<file path="config.mk">
export PLATFORM = sky130hd
export DESIGN_NAME = alu_pipe
export DESIGN_NICKNAME = d
export VERILOG_FILES = /design/src/rtl/alu_pipe.sv
export SDC_FILE = /design/constraint.sdc
export NUM_CORES = 1
export LEC_CHECK = 0
export CAP_MARGIN = 20
export CORE_MARGIN = 2
export CORE_UTILIZATION = 55
export DETAILED_ROUTE_END_ITERATION = 6
export PLACE_DENSITY = 0.88
export SLEW_MARGIN = 40
export SYNTH_ARGS = -nofsm -noshare
export SYNTH_HDL_FRONTEND = slang
export SYNTH_SLANG_ARGS = --single-unit
</file>
<file path="constraint.sdc">
create_clock -name clk -period 8.9 [get_ports clk]
set_input_delay 1.78 -clock clk [delete_from_list [all_inputs] [get_ports clk]]
set_output_delay 1.78 -clock clk [all_outputs]
set_load 0.01 [all_outputs]
</file>
<file path="src/rtl/alu_pipe.sv">
// alu_pipe: two-stage pipelined ALU with valid/ready handshakes on both sides.
// S1 registers the opcode and operands; S2 computes and registers result/flags.
// Optional build macro ALU_SAT_EN enables opcodes 1110 (SATADDU) and
// 1111 (SATADDS); without it those opcodes return 0 with op_err set.
module alu_pipe #(
  parameter int unsigned WIDTH = 8
) (
  input  logic             clk,
  input  logic             rst,
  input  logic             in_valid,
  output logic             in_ready,
  input  logic [3:0]       alu_op,
  input  logic [WIDTH-1:0] alu_in1,
  input  logic [WIDTH-1:0] alu_in2,
  output logic             out_valid,
  input  logic             out_ready,
  output logic [WIDTH-1:0] alu_out,
  output logic             flag_z,
  output logic             flag_n,
  output logic             flag_c,
  output logic             flag_v,
  output logic             op_err
);

  localparam int unsigned SHW = $clog2(WIDTH);
  localparam logic [WIDTH-1:0] LP_WIDTH_V = WIDTH'(WIDTH);

  localparam logic [3:0] OP_ADD  = 4'h0;
  localparam logic [3:0] OP_NOT  = 4'h1;
  localparam logic [3:0] OP_AND  = 4'h2;
  localparam logic [3:0] OP_OR   = 4'h3;
  localparam logic [3:0] OP_SRL  = 4'h4;
  localparam logic [3:0] OP_SLL  = 4'h5;
  localparam logic [3:0] OP_EQ   = 4'h6;
  localparam logic [3:0] OP_NE   = 4'h7;
  localparam logic [3:0] OP_SUB  = 4'h8;
  localparam logic [3:0] OP_XOR  = 4'h9;
  localparam logic [3:0] OP_SRA  = 4'hA;
  localparam logic [3:0] OP_LTU  = 4'hB;
  localparam logic [3:0] OP_LT   = 4'hC;
  localparam logic [3:0] OP_PASS = 4'hD;
`ifdef ALU_SAT_EN
  localparam logic [3:0] OP_SATU = 4'hE;
  localparam logic [3:0] OP_SATS = 4'hF;
`endif

  // S1 registers
  logic             r_s1_valid;
  logic [3:0]       r_s1_op;
  logic [WIDTH-1:0] r_s1_a;
  logic [WIDTH-1:0] r_s1_b;

  // S2 registers
  logic             r_s2_valid;
  logic [WIDTH-1:0] r_alu_out;
  logic             r_flag_z;
  logic             r_flag_n;
  logic             r_flag_c;
  logic             r_flag_v;
  logic             r_op_err;

  // handshake and datapath wires
  logic             w_adv2;
  logic             w_in_ready;
  logic [WIDTH:0]   w_sum_ext;
  logic [WIDTH-1:0] w_diff;
  logic [SHW-1:0]   w_sh;
  logic             w_big;
  logic             w_add_ovf;
  logic             w_sub_ovf;
  logic [WIDTH-1:0] w_res;
  logic             w_c;
  logic             w_v;
  logic             w_err;

  // S2 advances when empty or being drained; S1 follows S2
  assign w_adv2     = !r_s2_valid || out_ready;
  assign w_in_ready = !r_s1_valid || w_adv2;

  assign in_ready  = w_in_ready;
  assign out_valid = r_s2_valid;
  assign alu_out   = r_alu_out;
  assign flag_z    = r_flag_z;
  assign flag_n    = r_flag_n;
  assign flag_c    = r_flag_c;
  assign flag_v    = r_flag_v;
  assign op_err    = r_op_err;

  // shared arithmetic terms for add/sub/shift opcodes
  always_comb begin
    w_sum_ext = {1'b0, r_s1_a} + {1'b0, r_s1_b};
    w_diff    = r_s1_a - r_s1_b;
    w_sh      = r_s1_b[SHW-1:0];
    w_big     = (r_s1_b >= LP_WIDTH_V);
    w_add_ovf = (r_s1_a[WIDTH-1] == r_s1_b[WIDTH-1]) &&
                (w_sum_ext[WIDTH-1] != r_s1_a[WIDTH-1]);
    w_sub_ovf = (r_s1_a[WIDTH-1] != r_s1_b[WIDTH-1]) &&
                (w_diff[WIDTH-1] != r_s1_a[WIDTH-1]);
  end

  // opcode decode: result, carry, overflow and illegal-opcode indication
  always_comb begin
    w_res = '0;
    w_c   = 1'b0;
    w_v   = 1'b0;
    w_err = 1'b0;
    case (r_s1_op)
      OP_ADD: begin
        w_res = w_sum_ext[WIDTH-1:0];
        w_c   = w_sum_ext[WIDTH];
        w_v   = w_add_ovf;
      end
      OP_NOT:  w_res = ~r_s1_b;
      OP_AND:  w_res = r_s1_a & r_s1_b;
      OP_OR:   w_res = r_s1_a | r_s1_b;
      OP_SRL:  w_res = w_big ? '0 : (r_s1_a >> w_sh);
      OP_SLL:  w_res = w_big ? '0 : (r_s1_a << w_sh);
      OP_EQ:   w_res = WIDTH'(r_s1_a == r_s1_b);
      OP_NE:   w_res = WIDTH'(r_s1_a != r_s1_b);
      OP_SUB: begin
        w_res = w_diff;
        w_c   = (r_s1_a >= r_s1_b);
        w_v   = w_sub_ovf;
      end
      OP_XOR:  w_res = r_s1_a ^ r_s1_b;
      OP_SRA:  w_res = w_big ? {WIDTH{r_s1_a[WIDTH-1]}}
                             : $unsigned($signed(r_s1_a) >>> w_sh);
      OP_LTU:  w_res = WIDTH'(r_s1_a < r_s1_b);
      OP_LT:   w_res = WIDTH'($signed(r_s1_a) < $signed(r_s1_b));
      OP_PASS: w_res = r_s1_a;
`ifdef ALU_SAT_EN
      OP_SATU: begin
        w_res = w_sum_ext[WIDTH] ? '1 : w_sum_ext[WIDTH-1:0];
        w_c   = w_sum_ext[WIDTH];
        w_v   = w_sum_ext[WIDTH];
      end
      OP_SATS: begin
        // clamp toward the sign of the operands on overflow
        if (w_add_ovf) begin
          w_res = r_s1_a[WIDTH-1] ? {1'b1, {(WIDTH-1){1'b0}}}
                                  : {1'b0, {(WIDTH-1){1'b1}}};
        end else begin
          w_res = w_sum_ext[WIDTH-1:0];
        end
        w_c = w_sum_ext[WIDTH];
        w_v = w_add_ovf;
      end
`endif
      default: begin
        w_res = '0;
        w_err = 1'b1;
      end
    endcase
  end

  // S1: capture a beat whenever the slot is free or draining into S2
  always_ff @(posedge clk or posedge rst) begin
    if (rst) begin
      r_s1_valid <= 1'b0;
      r_s1_op    <= '0;
      r_s1_a     <= '0;
      r_s1_b     <= '0;
    end else if (w_in_ready) begin
      r_s1_valid <= in_valid;
      if (in_valid) begin
        r_s1_op <= alu_op;
        r_s1_a  <= alu_in1;
        r_s1_b  <= alu_in2;
      end
    end
  end

  // S2: register result and flags; hold everything while stalled
  always_ff @(posedge clk or posedge rst) begin
    if (rst) begin
      r_s2_valid <= 1'b0;
      r_alu_out  <= '0;
      r_flag_z   <= 1'b0;
      r_flag_n   <= 1'b0;
      r_flag_c   <= 1'b0;
      r_flag_v   <= 1'b0;
      r_op_err   <= 1'b0;
    end else if (w_adv2) begin
      r_s2_valid <= r_s1_valid;
      if (r_s1_valid) begin
        r_alu_out <= w_res;
        r_flag_z  <= (w_res == '0);
        r_flag_n  <= w_res[WIDTH-1];
        r_flag_c  <= w_c;
        r_flag_v  <= w_v;
        r_op_err  <= w_err;
      end
    end
  end

endmodule
</file>
==> impl_metrics.tcl, run 1 <==
set metrics [dict create \
    startpoint_type "input pin" \
    grt.total_usage 0.2919 \
    grt_pass1_wl_um 16760 \
    via_per_inst 6.966 \
    cts_setup_buffers 0 \
    synthFlopType "dfrtp_1" \
    synth_area_mm2 0.003642 \
    ys_async_sr_fraction 1.000 \
    drt_first_pass_iters 6 \
    drt-wirelength-per-cell_um 20.93 \
    htreeDepth 2 \
    period_share 0.5341 \
    fp.dieH_um 85.38 \
    cts_root_buf "clkbuf_8" \
    cts_tree "built" \
    p_leak_nw 1.641 \
    fmax_ghz 0.2104 \
    grt_max_degree 35 \
    power.total_mw 0.7866 \
    synth_fp_nets 458 \
    drive_gt1_frac 0.1425 \
    critPathTopFamily "buffers and inverters" \
    drv_cap 0 \
    ios 39 \
    place.gp.congestion 0.9942 \
    port-buffer-count 38 \
    routed_wirelength_um 10420 \
    cts.sinks 34 \
    clk_latency_ps 280 \
    num-fill-cells 535 \
    min_period_ps 4754 \
    clockBufferDepth 2 \
    cp_num_buf_inv 2 \
    cts_buffers 5 \
    crit_required_ps 7120 \
    hold_class "flop to flop" \
    cp_max_fo 3 \
    highest_layer "met4" \
    grt_overflow_total 0 \
    dr_wl_met3_um 962 \
    met1Wirelength_um 4170 \
    clk_pin_slew_worst_paths_ps 70 \
    final_common_cell "clkdlybuf4s50_1" \
    path_common_cell "clkdlybuf4s50_1" \
    critical_path_class "input pin to primary output" \
    cp.arrival_ps 2970 \
    slew_headroom 0.4636 \
    worst_clock_skew_ps 8.587 \
    worst_pin_slew_ps 804.7 \
    grt_pass1_vias 3222 \
    dieArea_mm2 0.007289 \
    area_growth_pct 11.51 \
    drt_iter0_drc 440 \
    die_x_um 85.38 \
    vias 3469 \
    place_hpwl_um 7713 \
    rsz0062_at_grt "false" \
    antenna_found_initial 0 \
    layout.nets 471 \
    seq_area_frac_synth 0.2336 \
    peakVddDrop_v 0.0001505 \
    hold_buffers 0 \
    synth_edf_count 0 \
    cts-resized-gates 0 \
    outcome "completed" \
    met2_length_um 4935 \
    syn_area_per_cell_um2 8.949 \
    row_count 29 \
    crit_path_top_delay_cell "clkdlybuf4s50_1" \
    slew_violations 0 \
    synth.distinct_cells 75 \
    p_per_area_mw_per_mm2 193.7 \
    drc 0 \
    finalSetupViolations 0 \
    initial_core_util 0.5703 \
    path_cells "clkdlybuf4s50_1, nand3b_1, clkdlybuf4s50_1" \
    hold_viol 0 \
    cpPeakStageDelay_ps 560 \
    netlist_instances 407 \
    core-area_mm2 0.006386 \
    ys_seq_elements 34 \
    worstSetupEndpointType "primary output" \
    ys_warn_count 0 \
    tns_ps 0 \
    mostFrequentLayoutCells "clkdlybuf4s50_1, dfrtp_1, nand2_1, mux2_2, ha_1" \
    ant_nets 0 \
    num_antenna_cells 0 \
]
==> sequential cells by signal (all words and copies together) (netlist names) <==
register and cells:
alu_out 8, r_s1_a 8, r_s1_b 8, flag_c 1, out_valid 1, r_s1_valid 1
flag_v 1, r_s1_op 4, op_err 1, flag_z 1
==> power by group <==
group	internal, mW	switching [mW]	total [mW]
sequential	0.184	0.0745	0.258
clock	0.0838	0.0547	0.138
combinational	0.191	0.199	0.390
total	0.459	0.328	0.787
==> stage by stage <==
step	area, um2	std cells	worst slack [ps]	hold slack [ps]	util
global placement	3935	490	4166	465.1	0.6162
global route	4061	498	4126	507.1	0.6360
floorplan	3642	407	5126	513.6	-
CTS	4049	498	4165	491.9	0.6340
detailed placement	3943	490	4176	476.7	0.6174
finish	4061	498	4146	489.5	0.6360
==> cells in the mapped netlist (11+ instances only) <==
master	n	area, um2
dfrtp_1	34	850.8
nor3_1	11	55.05
nor2_1	14	52.55
a21oi_1	22	110.1
nand2b_1	12	75.07
nand2_1	29	108.9
clkbuf_1	17	63.81
mux2_2	27	304.0
ha_1	25	312.8
nor2b_1	11	68.82
o21ai_0	20	100.1
inv_1	24	90.09
==> area by class of cell <==
type                       count  area (um2)  area share
multi-input combinational    314        2514      0.6189
timing repair buffer          40       395.4     0.09735
tap                           77       96.34     0.02372
sequential                    34       855.8      0.2107
clock buffer                   7       76.32     0.01879
inverter                      25       93.84     0.02311
clock inverter                 1       30.03    0.007394
==> cell families after synthesis <==
family | count (synthesis) | share of synthesized area
mux | 43 | 0.1635
xor+xnor | 5 | 0.01202
simple gates | 128 | 0.1992
compound gates | 111 | 0.2144
fa+ha+maj | 27 | 0.09687
buf+inv | 59 | 0.08038
flops | 34 | 0.2336
==> worst register-to-register path, cell delays in order, from the launching register on <==
cell,delay (ps)
dfrtp_1,790
inv_1,310
ha_1,490
nor3_1,260
or3_1,190
a2111oi_0,150
or4_1,600
a311oi_2,380
nand4_1,130
o21ai_1,150
==> layer usage <==
metal  GRT usage  up-vias
met3     0.04572       35
met1      0.4062     1658
met4      0.1126        0
met5           0        -
met2      0.4581      225
li1            -     1551
==> final timing paths <==
path,startpoint,to,depth (start not counted),slack (ps)
max in group asynchronous,rst,r_s1_op[0],3,6670
max reg2reg,r_s1_b[2],flag_z,9,5370
min in group asynchronous,rst,r_s1_a[5],3,1900
max,out_ready,in_ready,3,4150
min reg2reg,alu_out[4],alu_out[4],2,490
min,alu_out[4],alu_out[4],2,490
(Power assumes the default switching activity.)
==> run 2: changes to the inputs <==
==> constraint.sdc (replaced) <==
create_clock -name clk -period 4.55 [get_ports clk]
set_input_delay 0.91 -clock clk [delete_from_list [all_inputs] [get_ports clk]]
set_output_delay 0.91 -clock clk [all_outputs]
set_load 0.01 [all_outputs]
==> impl_metrics.tcl, run 2 (synthesis gave the netlist of run 1 again) <==
set metrics [dict create \
    crit_path_top_delay_cell "dfrtp_2" \
    grt_pass1_wl_um 16730 \
    cts_buffers 5 \
    crit_required_ps 4760 \
    fp.dieH_um 85.38 \
    hold-path-cell-count 2 \
    final_common_cell "clkdlybuf4s50_1" \
    drc 0 \
    grt_max_degree 30 \
    period_share 0.6934 \
    row_count 29 \
    startpoint_type "flop" \
    fmax_ghz 0.3170 \
    cts_root_buf "clkbuf_8" \
    critPathTopFamily "simple AND/OR/NAND/NOR gates" \
    place.gp.congestion 1.021 \
    use_met3 0.05253 \
    p_leak_nw 1.662 \
    place_hpwl_um 7420 \
    drt-wirelength-per-cell_um 19.91 \
    hold_class "flop to flop" \
    initial_core_util 0.5703 \
    busiest_layer "met2" \
    area_growth_pct 12.20 \
    hold_viol 0 \
    mostFrequentLayoutCells "clkdlybuf4s50_1, dfrtp_1, nand2_1, mux2_2, ha_1" \
    ios 39 \
    drt_iter0_drc 416 \
    r2r_start "r_s1_b[0]" \
    use_met2 0.4403 \
    hold_buffers 0 \
    worst_r2r_path_depth 10 \
    min_period_ps 3155 \
    power.total_mw 1.545 \
    drt_first_pass_iters 5 \
    cp.arrival_ps 3370 \
    vias 3488 \
    worst_clock_skew_ps 5.905 \
    place_inst 494 \
    startpoint "r_s1_b[0]" \
    cp_num_buf_inv 1 \
    r2r-end "flag_z" \
    cpPeakStageDelay_ps 650 \
    core-area_mm2 0.006386 \
    worst_pin_slew_ps 841.2 \
    worstSetupEndpointType "flop" \
    peakVddDrop_v 0.0002392 \
    rsz0062_at_grt "false" \
    num-fill-cells 534 \
    grt_overflow_total 0 \
    clk_latency_ps 290 \
    port-buffer-count 38 \
    path_common_cell "nor4_1" \
    p_per_area_mw_per_mm2 378.2 \
    htreeDepth 2 \
    cts.sinks 34 \
    grt_use_met1 0.4032 \
    cp_max_fo 22 \
    critical_path_class "flop to flop" \
    dieArea_mm2 0.007289 \
    die_x_um 85.38 \
    antenna_found_initial 0 \
    grt.total_usage 0.2877 \
    cts_setup_buffers 0 \
    ant_nets 0 \
    clk_pin_slew_worst_paths_ps 70 \
    cts-resized-gates 0 \
    finalSetupViolations 0 \
    tns_ps 0 \
    timing.reg2reg.setup_slack_ps 1400 \
    layout.nets 475 \
    grt_pass1_vias 3249 \
    hold_end "flag_c" \
    slew_headroom 0.4313 \
    cts_tree "built" \
    path_cells "ha_1, inv_1, fa_1, mux2_2, nor4_1, or4_1, nor4_1, nor3b_1, nand4_1, o21ai_1" \
    drv_cap 0 \
    drive_gt1_frac 0.1486 \
    via_per_inst 6.962 \
    routed_wirelength_um 9976 \
    num_antenna_cells 0 \
    slew_violations 0 \
    min_from "flag_c" \
    outcome "completed" \
    clockBufferDepth 2 \
    stdcell_count 501 \
]
==> run 2: layout make-up <==
cell class,count,area (um2),area share
clock buffers,6,82.58,0.02021
clock inverters,1,30.03,0.007348
inverters,25,93.84,0.02296
multi-input cells,314,2502,0.6124
flip-flops and latches,34,855.8,0.2094
well taps,77,96.34,0.02358
repair buffers,44,425.4,0.1041
==> run 2: where the power goes <==
| part | switching, mW | internal [mW] |
|---|---|---|
| clock | 0.108 | 0.175 |
| sequential | 0.117 | 0.361 |
| combinational | 0.408 | 0.377 |
| total | 0.633 | 0.913 |
==> run 2: how the worst max path moves through the flow <==
stage | endpoint | depth (start not counted)
after global placement | flag_z | 10
after floorplan | flag_z | 10
after detailed placement | flag_z | 10
after global routing | flag_z | 10
after CTS | flag_z | 10
final | flag_z | 10
==> run 2: per-layer routing <==
layer  vias up  wire length (um)
met5         -                 0
met4         0               427
met3        48               970
met2       223              4545
met1      1661              4032
li1       1556                 -
==> run 2: worst reg2reg max path: cells and delay by family (launching register included) <==
family                     cells  cell delay, ps
buffers and inverters          1              70
DFF                            1             650
AOI/OAI and AO/OA              1             140
and+or+nand+nor                5            1320
adders and majority gates      2             770
muxes                          1             140
==> run 2: through the flow <==
stage,setup WS [ps],hold WS (ps),instance area (um2),utilization
after floorplan,1740,513.6,3642,-
after global placement,1223,464.7,3965,0.6209
after detailed placement,1142,468.0,3966,0.6211
after CTS,1109,488.6,4079,0.6387
after global routing,1140,513.0,4086,0.6399
final,1395,480.1,4086,0.6399
